`config.mk`:
```
export PLATFORM = sky130hd
export DESIGN_NAME = pc_sequencer
export DESIGN_NICKNAME = d
export VERILOG_FILES = /design/src/rtl/pc_sequencer.sv
export SDC_FILE = /design/constraint.sdc
export NUM_CORES = 1
export LEC_CHECK = 0
export CORE_MARGIN = 3
export CORE_UTILIZATION = 36
export CTS_BUF_LIST = sky130_fd_sc_hd__clkbuf_4 sky130_fd_sc_hd__clkbuf_8 sky130_fd_sc_hd__clkbuf_16
export CTS_CLUSTER_DIAMETER = 80
export CTS_CLUSTER_SIZE = 14
export DETAILED_ROUTE_END_ITERATION = 16
export GPL_TIMING_DRIVEN = 0
export PLACE_DENSITY = 0.82
export SETUP_SLACK_MARGIN = 0.02
export SYNTH_ARGS = -nofsm -noshare
export SYNTH_HDL_FRONTEND = slang
export SYNTH_SLANG_ARGS = --single-unit
```
`constraint.sdc`:
```
create_clock -name clk -period 1.2 [get_ports clk]
set_clock_uncertainty 0.05 [all_clocks]
set_input_delay 0.3 -clock clk [delete_from_list [all_inputs] [get_ports clk]]
set_output_delay 0.3 -clock clk [all_outputs]
set_load 0.01 [all_outputs]
```
`src/rtl/pc_sequencer.sv`:
```
// pc_sequencer: fetch/execute/write-back sequencer that drives the next-PC
// value and load enable of an external ProgramCounter.
//
// Optional feature: define PC_SEQUENCER_RAS_EN to compile in a 4-entry
// return-address stack used by call/ret. Without it, call behaves as jump,
// ret as increment, and ras_err is tied low.
//
// States (state output code):
//   state | meaning
//   IDLE  | 0, leaving reset, moves to FETCH on the first edge
//   FETCH | 1, imem_req asserted, waiting for imem_ack
//   EXEC  | 2, waiting for exec_done, next PC chosen at that edge
//   WRITE | 3, one cycle with enable=1 while the PC loads `in`
//   HALT  | 4, halted=1, left only by reset
//
// Ports:
//   clk          system clock, rising edge
//   reset        asynchronous active-low reset
//   pc           current ProgramCounter value
//   in           registered next-PC value to ProgramCounter
//   enable       ProgramCounter load enable (high only in WRITE)
//   imem_req     instruction fetch request
//   imem_ack     instruction memory acknowledge
//   exec_done    current instruction retired
//   branch_taken, jump, call, ret, halt  redirect controls (with exec_done)
//   target       branch/jump/call destination
//   state        FSM state code
//   halted       high in HALT
//   ras_err      sticky return-stack overflow/underflow flag

module pc_sequencer (
    input  logic        clk,
    input  logic        reset,
    input  logic [10:0] pc,
    output logic [10:0] in,
    output logic        enable,
    output logic        imem_req,
    input  logic        imem_ack,
    input  logic        exec_done,
    input  logic        branch_taken,
    input  logic        jump,
    input  logic        call,
    input  logic        ret,
    input  logic        halt,
    input  logic [10:0] target,
    output logic [2:0]  state,
    output logic        halted,
    output logic        ras_err
);

    typedef enum logic [2:0] {
        IDLE  = 3'd0,
        FETCH = 3'd1,
        EXEC  = 3'd2,
        WRITE = 3'd3,
        HALT  = 3'd4
    } state_t;

    state_t      state_q;
    logic [10:0] in_q;
    logic        enable_q;
    logic        imem_req_q;
    logic        halted_q;

    logic [10:0] pc_inc;
    logic [10:0] next_pc_d;

    assign pc_inc = pc + 11'd1;

`ifdef PC_SEQUENCER_RAS_EN
    logic [10:0] ras_q [4];
    logic [2:0]  ras_cnt_q;
    logic        ras_err_q;
    logic        push_d;
    logic        pop_d;
    logic        err_d;
    logic [1:0]  top_idx;

    // Count 4 wraps to 2'b00 in the low bits, so minus one still lands on 3.
    assign top_idx = ras_cnt_q[1:0] - 2'd1;

    always_comb begin
        next_pc_d = pc_inc;
        push_d    = 1'b0;
        pop_d     = 1'b0;
        err_d     = 1'b0;
        if (ret) begin
            if (ras_cnt_q == 3'd0) begin
                err_d = 1'b1;
            end else begin
                pop_d     = 1'b1;
                next_pc_d = ras_q[top_idx];
            end
        end else if (call) begin
            next_pc_d = target;
            push_d    = 1'b1;
            if (ras_cnt_q == 3'd4) begin
                err_d = 1'b1;
            end
        end else if (jump || branch_taken) begin
            next_pc_d = target;
        end
    end

    always_ff @(posedge clk or negedge reset) begin
        if (!reset) begin
            ras_cnt_q <= 3'd0;
            ras_err_q <= 1'b0;
            for (int i = 0; i < 4; i++) begin
                ras_q[i] <= 11'd0;
            end
        end else if (state_q == EXEC && exec_done && !halt) begin
            if (err_d) begin
                ras_err_q <= 1'b1;
            end
            if (push_d) begin
                if (ras_cnt_q == 3'd4) begin
                    // Full: drop the oldest entry at index 0.
                    for (int i = 0; i < 3; i++) begin
                        ras_q[i] <= ras_q[i+1];
                    end
                    ras_q[3] <= pc_inc;
                end else begin
                    ras_q[ras_cnt_q[1:0]] <= pc_inc;
                    ras_cnt_q <= ras_cnt_q + 3'd1;
                end
            end else if (pop_d) begin
                ras_cnt_q <= ras_cnt_q - 3'd1;
            end
        end
    end

    assign ras_err = ras_err_q;
`else
    // ret is still honoured in the priority order; it just selects increment.
    always_comb begin
        next_pc_d = pc_inc;
        if (ret) begin
            next_pc_d = pc_inc;
        end else if (call || jump || branch_taken) begin
            next_pc_d = target;
        end
    end

    assign ras_err = 1'b0;
`endif

    always_ff @(posedge clk or negedge reset) begin
        if (!reset) begin
            state_q    <= IDLE;
            in_q       <= 11'd0;
            enable_q   <= 1'b0;
            imem_req_q <= 1'b0;
            halted_q   <= 1'b0;
        end else begin
            case (state_q)
                IDLE: begin
                    // Request rises one edge later so the first fetch
                    // starts from a settled pc.
                    state_q <= FETCH;
                end
                FETCH: begin
                    if (imem_req_q && imem_ack) begin
                        imem_req_q <= 1'b0;
                        state_q    <= EXEC;
                    end else begin
                        imem_req_q <= 1'b1;
                    end
                end
                EXEC: begin
                    if (exec_done) begin
                        if (halt) begin
                            halted_q <= 1'b1;
                            state_q  <= HALT;
                        end else begin
                            in_q     <= next_pc_d;
                            enable_q <= 1'b1;
                            state_q  <= WRITE;
                        end
                    end
                end
                WRITE: begin
                    enable_q   <= 1'b0;
                    imem_req_q <= 1'b1;
                    state_q    <= FETCH;
                end
                HALT: begin
                    state_q <= HALT;
                end
                default: begin
                    state_q    <= IDLE;
                    enable_q   <= 1'b0;
                    imem_req_q <= 1'b0;
                end
            endcase
        end
    end

    assign state    = state_q;
    assign in       = in_q;
    assign enable   = enable_q;
    assign imem_req = imem_req_q;
    assign halted   = halted_q;

endmodule

```
==> results of run 1 <==
==> layout make-up <==
type | count | area, um^2
well taps | 30 | 37.5
inverters | 1 | 3.75
plain buffers | 5 | 73.8
clock buffers | 4 | 30.0
fillers | 198 | 733
multi-input cells | 89 | 681
flip-flops and latches | 17 | 429
repair buffers | 73 | 624
==> routing by layer <==
layer / wire, um / global-route usage / up-vias
li1: - / - / 570
met1: 1320 / 0.231 / 561
met2: 1580 / 0.318 / 72
met3: 260 / 0.0302 / 4
met4: 21 / 0.0380 / 0
met5: 0 / 0 / -
==> power groups by stage <==
stage | clock [uW] | sequential [uW] | combinational (uW)
after global placement | 0 | 985 | 1090
final | 323 | 956 | 1570
after floorplan | 0 | 1080 | 335
after CTS | 323 | 940 | 1290
after detailed placement | 0 | 1000 | 1110
after global routing | 347 | 980 | 1710
==> stage by stage <==
step	total power (uW)	worst slack [ps]	hold slack (ps)	instance area [um^2]
floorplan	1410	-102	-45.6	1050
global placement	2070	-761	405	1550
detailed placement	2110	-785	421	1550
CTS	2560	-164	422	1750
global route	3040	-254	453	1880
finish	2850	-208	400	1880
==> path summary, 6_finish.rpt <==
| check | start | end | cells after the start |
|---|---|---|---|
| min reg2reg | in[6]$_DFFE_PN0P_ | in[6]$_DFFE_PN0P_ | 2 |
| min in group clk | in[6]$_DFFE_PN0P_ | in[6]$_DFFE_PN0P_ | 2 |
| max reg2reg | state[0]$_DFFE_PN0P_ | in[8]$_DFFE_PN0P_ | 6 |
| max in group asynchronous | reset | state[1]$_DFFE_PN0P_ | 1 |
| min | reset | state[0]$_DFFE_PN0P_ | 1 |
| max | state[0]$_DFFE_PN0P_ | in[8]$_DFFE_PN0P_ | 6 |
==> worst reg2reg max path: cells and delay by family (launching register included) <==
family	cells	cell delay, ps
flops	1	420
compound gates	1	130
simple gates	2	310
buf+inv	3	430
==> timing repair <==
| item | 4_1_cts | 5_1_grt |
|---|---|---|
| gates resized for setup | 120 | 25 |
| endpoints found under the hold margin | 0 | 0 |
| cloned | 3 | 0 |
| buffers inserted | 17 | 8 |
| pin swaps | 10 | 7 |
| endpoints found under the setup margin | 29 | 32 |
==> registers in the layout, indices dropped and copies added, names as in the netlist <==
register and flops:
enable 1, halted 1, in 11, imem_req 1, state 3
==> Yosys cell counts, drive strengths merged <==
library cell / n
a21oi: 2
a221oi: 1
a22oi: 1
a31o: 1
and2b: 1
buf: 4
bufbuf: 1
conb: 1
dfrtp: 17
ha: 1
inv: 1
mux2i: 3
nand2: 16
nand2b: 2
nand3: 7
nand3b: 1
nand4: 2
nand4b: 2
nor2: 6
nor2b: 1
nor3: 3
nor4: 2
o211a: 1
o21a: 4
o21ai: 15
o22ai: 6
o31a: 2
o31ai: 2
o32ai: 2
or2: 1
xnor2: 3
==> logic make-up (layout without fill, tap and decap cells) <==
kind of cell               count (synthesis)  after routing  share of synthesized area
AOI/OAI and AO/OA                         37             37                      0.228
xor gates and xnor gates                   3              3                     0.0252
adders and majority gates                  1              1                     0.0120
buffers and inverters                      6             83                     0.0587
DFF                                       17             17                      0.407
muxes                                      3              3                     0.0287
other                                      1              1                    0.00359
and+or+nand+nor                           44             44                      0.237
==> flow_summary.json, run 1 <==
{
  "status": "complete, but fails checks",
  "violations": "negative setup slack",
  "grt_pass1_wl_um": 5020,
  "fp.dieW_um": 59.9,
  "internal_power_uw": 1860,
  "synth.distinct_cells": 35,
  "worst-path-buf-inv": 3,
  "tightestPinTransition_ps": 742,
  "route.detailed.wl_per_inst_um": 14.5,
  "hp-class": "primary input to async pin",
  "cpLargestDelayFamily": "buffers and inverters",
  "clock-sinks": 17,
  "final_nets": 222,
  "grt_max_degree": 18,
  "endpoint_kind": "flop",
  "cp_data_required_time_ps": 1360,
  "drtPass1Iterations": 4,
  "antenna_found_initial": 0,
  "synth_largest_area_cell": "dfrtp_1",
  "synth.area.top_cells": "dfrtp_1 41%, o21ai_0 7.2%, nand2_1 5.7%",
  "maxSlewViolCount": 0,
  "path_cells": "buf_6 -> and2b_2 -> nand3b_1 -> buf_6 -> buf_4 -> o21ai_2",
  "syn_area_um2": 1040,
  "final.period_utilization": 1.17,
  "n_antenna_cell": 0,
  "p_sw_uw": 989,
  "leakagePower_uw": 0.000847,
  "dp_hpwl_um": 2100,
  "rsz0062_at_grt": "yes",
  "cts_buffers": 3,
  "yosys_warnings": 0,
  "fin_cells": 219,
  "clk_latency_ps": 280,
  "area_delta_synth_final_pct": 79.9,
  "place_inst": 188,
  "fp.dieH_um": 59.9,
  "final_common_cell": "buf_4",
  "synth_seq_cells": 17,
  "start_util": 0.400,
  "setup_slack_ps": -208,
  "h-tree-depth": 1,
  "finalCriticalPeriod_ps": 1410,
  "cts.clk_slew.worst_paths_ps": 90,
  "drive_above_1_share": 0.471,
  "fin_setup_tns_ps": -2860,
  "p_sw_frac": 0.347,
  "setup_viol": 18,
  "hold_viol_final": 0,
  "yosysTopAreaCellShare": 0.407,
  "slowest_delay_ps": 420,
  "pwr-share-seq": 0.335,
  "criticalPathCategory": "flop to flop",
  "wl_um": 3180,
  "slowest_stage": "dfrtp_2",
  "reg2reg_slack_ps": -210,
  "num_rows": 18,
  "die_area_um2": 3580,
  "drv_cap": 0,
  "fp.coreArea_um2": 2610,
  "overflow": 0,
  "synthesis.instances": 112,
  "powerDensity_nw_per_um2": 1520,
  "cp_max_fo": 7,
  "cts_root_buf": "clkbuf_4",
  "vias_per_cell": 5.51,
  "drtIter0Drc": 37,
  "fmax_mhz": 710,
  "syn-num-nets": 144,
  "avgSynthCellArea_um2": 9.33,
  "via_count": 1207,
  "ys_seq_area_frac": 0.407,
  "routabilityCongestion": 0.833,
  "ant_nets": 0,
  "cp_common_cell": "buf_6",
  "portBuffers": 46,
  "pwr-share-clk": 0.113,
  "pwr-share-comb": 0.551,
  "final_cell_mix": "20 x buf_4, 17 x clkdlybuf4s50_1, 15 x buf_6, 14 x dfrtp_1, 13 x buf_2",
  "tritoncts": "yes",
  "hold_buffers": 0,
  "grt_usage": 0.181,
  "relSlewSlack": 0.504,
  "start_kind": "flop",
  "ir_drop_mv": 1.12,
  "io_pins": 49,
  "post-route-drc-count": 0,
  "crit_arrival_ps": 1570,
  "utilization": 0.719,
  "grt_pass1_vias": 1131,
  "clk_path_buf_depth": 2
}
Power figures use the tool's default switching activity.
==> inputs of run 2 (changes only) <==
- GPL_ROUTABILITY_DRIVEN: unset -> 0
==> results of run 2 <==
The final DEF is identical to that of run 1; final timing and power are the same.
